File: src/rtl/inst_fetch_pkg.sv
// Shared CPU fetch definitions: fetch FSM encoding, NOP word and default reset PC.
// Also provides the helper that word-aligns redirect targets.
package inst_fetch_pkg;

    typedef enum logic [1:0] {
        IDLE = 2'd0,
        RUN  = 2'd1,
        HALT = 2'd2
    } fetch_state_e;

    localparam logic [31:0] NOP_WORD         = 32'h0000_0000;
    localparam logic [31:0] DEFAULT_RESET_PC = 32'h0000_0000;

    function automatic logic [31:0] align_word(input logic [31:0] addr);
        return {addr[31:2], 2'b00};
    endfunction

endpackage

File: src/rtl/inst_fetch_pc_reg.sv
// Program counter plus pending-redirect register.
// Redirects that arrive while stalled are parked here until the pipeline moves again.
module pc_reg
    import inst_fetch_pkg::*;
#(
    parameter logic [31:0] RESET_PC = DEFAULT_RESET_PC
) (
    input  logic        clk,
    input  logic        rst_n,
    input  logic        en_i,
    input  logic        stall_i,
    input  logic        br_taken_i,
    input  logic [31:0] br_target_i,
    output logic [31:0] pc_o,
    output logic        misalign_o
);

    logic [31:0] pc_q, pc_d;
    logic [31:0] pend_tgt_q, pend_tgt_d;
    logic        pend_valid_q, pend_valid_d;
    logic        misalign_q, misalign_d;

    always_ff @(posedge clk or negedge rst_n) begin
        if (!rst_n) begin
            pc_q         <= RESET_PC;
            pend_tgt_q   <= 32'h0;
            pend_valid_q <= 1'b0;
            misalign_q   <= 1'b0;
        end else begin
            pc_q         <= pc_d;
            pend_tgt_q   <= pend_tgt_d;
            pend_valid_q <= pend_valid_d;
            misalign_q   <= misalign_d;
        end
    end

    always_comb begin
        pc_d         = pc_q;
        pend_tgt_d   = pend_tgt_q;
        pend_valid_d = pend_valid_q;
        misalign_d   = en_i && br_taken_i && (br_target_i[1:0] != 2'b00);

        if (!en_i) begin
            pend_valid_d = 1'b0;
        end else if (stall_i) begin
            if (br_taken_i) begin
                pend_valid_d = 1'b1;
                pend_tgt_d   = align_word(br_target_i);
            end
        end else begin
            // An older parked redirect outranks a fresh one; pc+4 wraps naturally at 32 bits.
            if (pend_valid_q)
                pc_d = pend_tgt_q;
            else if (br_taken_i)
                pc_d = align_word(br_target_i);
            else
                pc_d = pc_q + 32'd4;
            pend_valid_d = 1'b0;
        end
    end

    assign pc_o       = pc_q;
    assign misalign_o = misalign_q;

endmodule

File: src/rtl/inst_fetch.sv
// Instruction fetch stage: IDLE/RUN/HALT fetch FSM, PC register and the IF/ID pipeline register.
// The instruction fetched alongside a taken branch is kept (branch delay slot).
module inst_fetch
    import inst_fetch_pkg::*;
#(
    parameter logic [31:0] RESET_PC = DEFAULT_RESET_PC
) (
    input  logic        clk,
    input  logic        rst_n,
    input  logic        stall,
    input  logic        flush,
    input  logic        br_taken,
    input  logic [31:0] br_target,
    input  logic        halt,
    output logic        ice,
    output logic [31:0] iaddr,
    input  logic [31:0] idata,
    output logic [31:0] if_pc,
    output logic [31:0] if_inst,
    output logic        if_valid,
    output logic        misalign_err
);

    fetch_state_e state_q, state_d;
    logic [31:0]  if_pc_q, if_pc_d;
    logic [31:0]  if_inst_q, if_inst_d;
    logic         if_valid_q, if_valid_d;
    logic [31:0]  pc;
    logic         fetch_en;
    logic         advance;

    // Halt outranks everything on its edge, so only a non-halting RUN edge fetches.
    assign fetch_en = (state_q == RUN) && !halt;
    assign advance  = fetch_en && !stall;

    pc_reg #(
        .RESET_PC (RESET_PC)
    ) u_pc_reg (
        .clk         (clk),
        .rst_n       (rst_n),
        .en_i        (fetch_en),
        .stall_i     (stall),
        .br_taken_i  (br_taken),
        .br_target_i (br_target),
        .pc_o        (pc),
        .misalign_o  (misalign_err)
    );

    always_ff @(posedge clk or negedge rst_n) begin
        if (!rst_n) begin
            state_q    <= IDLE;
            if_pc_q    <= 32'h0;
            if_inst_q  <= NOP_WORD;
            if_valid_q <= 1'b0;
        end else begin
            state_q    <= state_d;
            if_pc_q    <= if_pc_d;
            if_inst_q  <= if_inst_d;
            if_valid_q <= if_valid_d;
        end
    end

    always_comb begin
        state_d    = state_q;
        if_pc_d    = if_pc_q;
        if_inst_d  = if_inst_q;
        if_valid_d = if_valid_q;

        unique case (state_q)
            IDLE:    state_d = RUN;
            RUN:     if (halt) state_d = HALT;
            HALT:    state_d = HALT;
            default: state_d = IDLE;
        endcase

        if (advance) begin
            if_pc_d    = pc;
            if_inst_d  = idata;
            if_valid_d = 1'b1;
        end else if (!fetch_en) begin
            if_valid_d = 1'b0;
        end

        if (flush) begin
            if_inst_d  = NOP_WORD;
            if_valid_d = 1'b0;
        end
    end

    assign ice      = (state_q == RUN);
    assign iaddr    = pc;
    assign if_pc    = if_pc_q;
    assign if_inst  = if_inst_q;
    assign if_valid = if_valid_q;

endmodule

File: config.mk
export PLATFORM = sky130hd
export DESIGN_NAME = inst_fetch
export DESIGN_NICKNAME = d
export VERILOG_FILES = /design/src/rtl/inst_fetch_pkg.sv /design/src/rtl/inst_fetch_pc_reg.sv /design/src/rtl/inst_fetch.sv
export SDC_FILE = /design/constraint.sdc
export NUM_CORES = 1
export LEC_CHECK = 0
export BUFFER_PORTS_ARGS = -buffer_cell sky130_fd_sc_hd__clkbuf_2
export CORE_ASPECT_RATIO = 0.5
export CORE_MARGIN = 3
export CORE_UTILIZATION = 57
export CTS_CLUSTER_DIAMETER = 100
export DETAILED_ROUTE_END_ITERATION = 12
export HOLD_SLACK_MARGIN = 0.1
export PLACE_DENSITY = 0.95
export SETUP_SLACK_MARGIN = 0.4
export SLEW_MARGIN = 20
export SYNTH_ARGS = -nofsm -noshare
export SYNTH_HDL_FRONTEND = slang
export SYNTH_SLANG_ARGS = --single-unit
File: constraint.sdc
create_clock -name clk -period 4.1 [get_ports clk]
set_input_delay 1.23 -clock clk [delete_from_list [all_inputs] [get_ports clk]]
set_output_delay 1.23 -clock clk [all_outputs]
set_load 0.02 [all_outputs]
==> flow_summary.json <==
{
  "synth_seq_cells": 127,
  "grt_start_max_net_pins": 70,
  "die_h_um": 79.0,
  "grt_pass1_vias": 5577,
  "final_area_um2": 7470,
  "portBuffers": 164,
  "min_from": "if_pc[14]",
  "drt_iter0_markers": 647,
  "layout.nets": 857,
  "r2r_cells": 6,
  "hold_path_end": "if_pc[14]",
  "antenna_found_initial": 0,
  "worst_setup_path_end_kind": "flip-flop",
  "cts_made_buffers": 17,
  "overflow": 0,
  "cts_sinks": 127,
  "cp.arrival_ns": 2.92,
  "routedWlPerCell_um": 18.2,
  "internal-power_mw": 3.20,
  "die_x_um": 152,
  "cts_post_setup_buffers_inserted": 0,
  "setup_ws_ns": 1.50,
  "ff2ff_setup_slack_ns": 1.75,
  "grt_pass1_wl_um": 27900,
  "synthTopCellsByCount": "176 x nand2_1, 127 x dfrtp_1, 51 x a21oi_1",
  "detailedRoute.firstPassIterationCount": 6,
  "design.die.area_um2": 12000,
  "dpl_cell_area_um2": 6900,
  "htree_levels": 4,
  "start_util": 0.613,
  "drv_cap": 0,
  "syn_avg_cell_area_um2": 9.55,
  "r2r-start": "state_q[1]",
  "yosys_warnings": 0,
  "power.leakage_nw": 3.68,
  "synth_seq_area_share": 0.523,
  "sw_frac_of_total": 0.383,
  "cp-start-kind": "primary input",
  "ys_types": 60,
  "coreArea_um2": 9920,
  "synth.cell_area_um2": 6080,
  "worstPathRequired_ns": 4.42,
  "post-route-util": 0.753,
  "p_total_mw": 5.19,
  "p_sw_mw": 1.99,
  "worstMarginPinSlew_ns": 0.907,
  "slew_headroom": 0.394,
  "fmax_mhz": 384,
  "pwr-share-seq": 0.418,
  "yosys.cell_count.top_type": "nand2_1",
  "grt_setup_unrepaired": "no",
  "final_hold_viol_count": 0,
  "drt_drc_violations_left": 0,
  "post_route_cells_drive_above_1_share": 0.310,
  "cp_max_fo": 42,
  "p_clk_frac": 0.283,
  "netlist_instances": 637,
  "finClkSkew_ns": 0.00799,
  "synth_edf_count": 0,
  "design.portCount": 169,
  "reg2reg_to": "u_pc_reg.pc_o[17]",
  "synthArstFlopShare": 1.00,
  "post-place-ws_ns": 1.10,
  "antennaDiodeCount": 0,
  "hpwl_um": 11300,
  "grt_usage": 0.288,
  "tritoncts": "built",
  "gp_congestion": 0.834,
  "period_share": 0.635,
  "via_per_inst": 6.03,
  "drv_slew": 0,
  "synth_top_area_share": 0.523,
  "hold_path_depth": 2,
  "vias": 5621,
  "clkLatencyLatePin_ns": 0.42,
  "hp-class": "reg -> reg",
  "clk_pin_slew_ns": 0.06,
  "status": "finished, final reports clean",
  "ir_drop_mv": 0.349,
  "area_growth_pct": 22.8,
  "crit_type": "in -> reg",
  "tns_ns": 0,
  "ctsResizeCount": 0,
  "num_rows": 25,
  "ant_nets": 0,
  "comb_power_share": 0.299,
  "root_buffer": "clkbuf_16",
  "clk_path_buf_depth": 2,
  "setup_viol": 0,
  "synthFlopType": "dfrtp_1",
  "synthTopCellsByArea": "dfrtp_1 52%, nand2_1 11%, mux2_2 5.6%",
  "p_per_area_nw_per_um2": 695,
  "synth.largest_area_cell": "dfrtp_1",
  "ctsHoldBuffers": 0,
  "fin_crit_ns": 2.60,
  "wirelength_um": 16900
}
==> power by group through the flow <==
stage / combinational (mW) / clock [mW] / sequential, mW
after floorplan: 0.725 / 0 / 2.37
after global placement: 1.48 / 0 / 2.13
after detailed placement: 1.55 / 0 / 2.16
after CTS: 1.56 / 1.48 / 2.14
after global routing: 1.70 / 1.55 / 2.22
final: 1.55 / 1.47 / 2.17
==> flip-flops by register name, indices dropped and copies added, names as in the netlist <==
name and count:
u_pc_reg.pend_tgt_q 30, if_inst 32, u_pc_reg.misalign_o 1, u_pc_reg.pc_o 30, state_q 2, if_pc 30
u_pc_reg.pend_valid_q 1, if_valid 1
==> final cells by class <==
| type | instances | area (um^2) |
|---|---|---|
| Tap cell | 135 | 169 |
| Clock buffer | 20 | 457 |
| Timing Repair Buffer | 173 | 903 |
| Sequential cell | 127 | 3180 |
| Multi-Input combinational cell | 460 | 2630 |
| Inverter | 5 | 18.8 |
| Clock inverter | 12 | 118 |
| Fill cell | 652 | 2450 |
==> per-layer routing <==
metal	GRT usage	up-vias	routed length, um
met4	0.133	0	576
met3	0.0931	64	1720
met1	0.353	2690	6430
met2	0.473	370	8200
li1	-	2497	-
met5	0	-	0
==> worst max path at each step <==
stage | start | to | slack (ns) | depth (start not counted)
4_1_cts | stall | u_pc_reg.pc_o[17] | 1.52 | 5
5_1_grt | stall | u_pc_reg.pc_o[17] | 1.46 | 5
2_1_floorplan | halt | u_pc_reg.pc_o[25] | 1.70 | 5
3_3_place_gp | stall | u_pc_reg.pc_o[17] | 1.23 | 5
6_report | stall | u_pc_reg.pc_o[17] | 1.50 | 5
3_5_place_dp | stall | u_pc_reg.pc_o[17] | 1.10 | 5
==> stage by stage <==
step                instances  hold WS, ns
floorplan                 640        0.471
global placement          900        0.459
detailed placement        900        0.464
CTS                       932        0.478
global route              932        0.495
finish                    932        0.471
==> worst max-delay path, stage by stage <==
cell      delay, ns
clkbuf_2       0.13
or3b_4         0.60
buf_4          0.34
or3_1          0.37
o221ai_1       0.23
==> cell usage in the layout, fill, tap and decap left out, types with 6 or more instances in the layout <==
cell type / synthesis / layout
nand4_1: 8 / 8
nand3_1: 16 / 16
a21oi_1: 51 / 51
xor2_1: 7 / 7
and3_1: 9 / 9
o21ai_0: 37 / 37
mux2_2: 30 / 30
clkinv_2: 0 / 7
o22ai_1: 7 / 7
buf_4: 5 / 9
dfrtp_1: 127 / 127
a31oi_1: 6 / 6
nand2_1: 176 / 176
clkbuf_2: 0 / 163
nor2_1: 20 / 20
clkbuf_16: 0 / 17
mux2i_1: 8 / 8
==> cells by family (layout without fill, tap and decap cells) <==
| kind of cell | after synthesis | after routing | synth area share |
|---|---|---|---|
| and+or+nand+nor | 267 | 267 | 0.200 |
| AOI/OAI and AO/OA | 136 | 136 | 0.136 |
| DFF | 127 | 127 | 0.523 |
| buffers and inverters | 53 | 210 | 0.0488 |
| muxes | 38 | 38 | 0.0687 |
| xor gates and xnor gates | 12 | 12 | 0.0173 |
| adders and majority gates | 3 | 3 | 0.00617 |
| other | 1 | 4 | 0.000617 |
No activity file was read; power rests on OpenSTA's default activity.
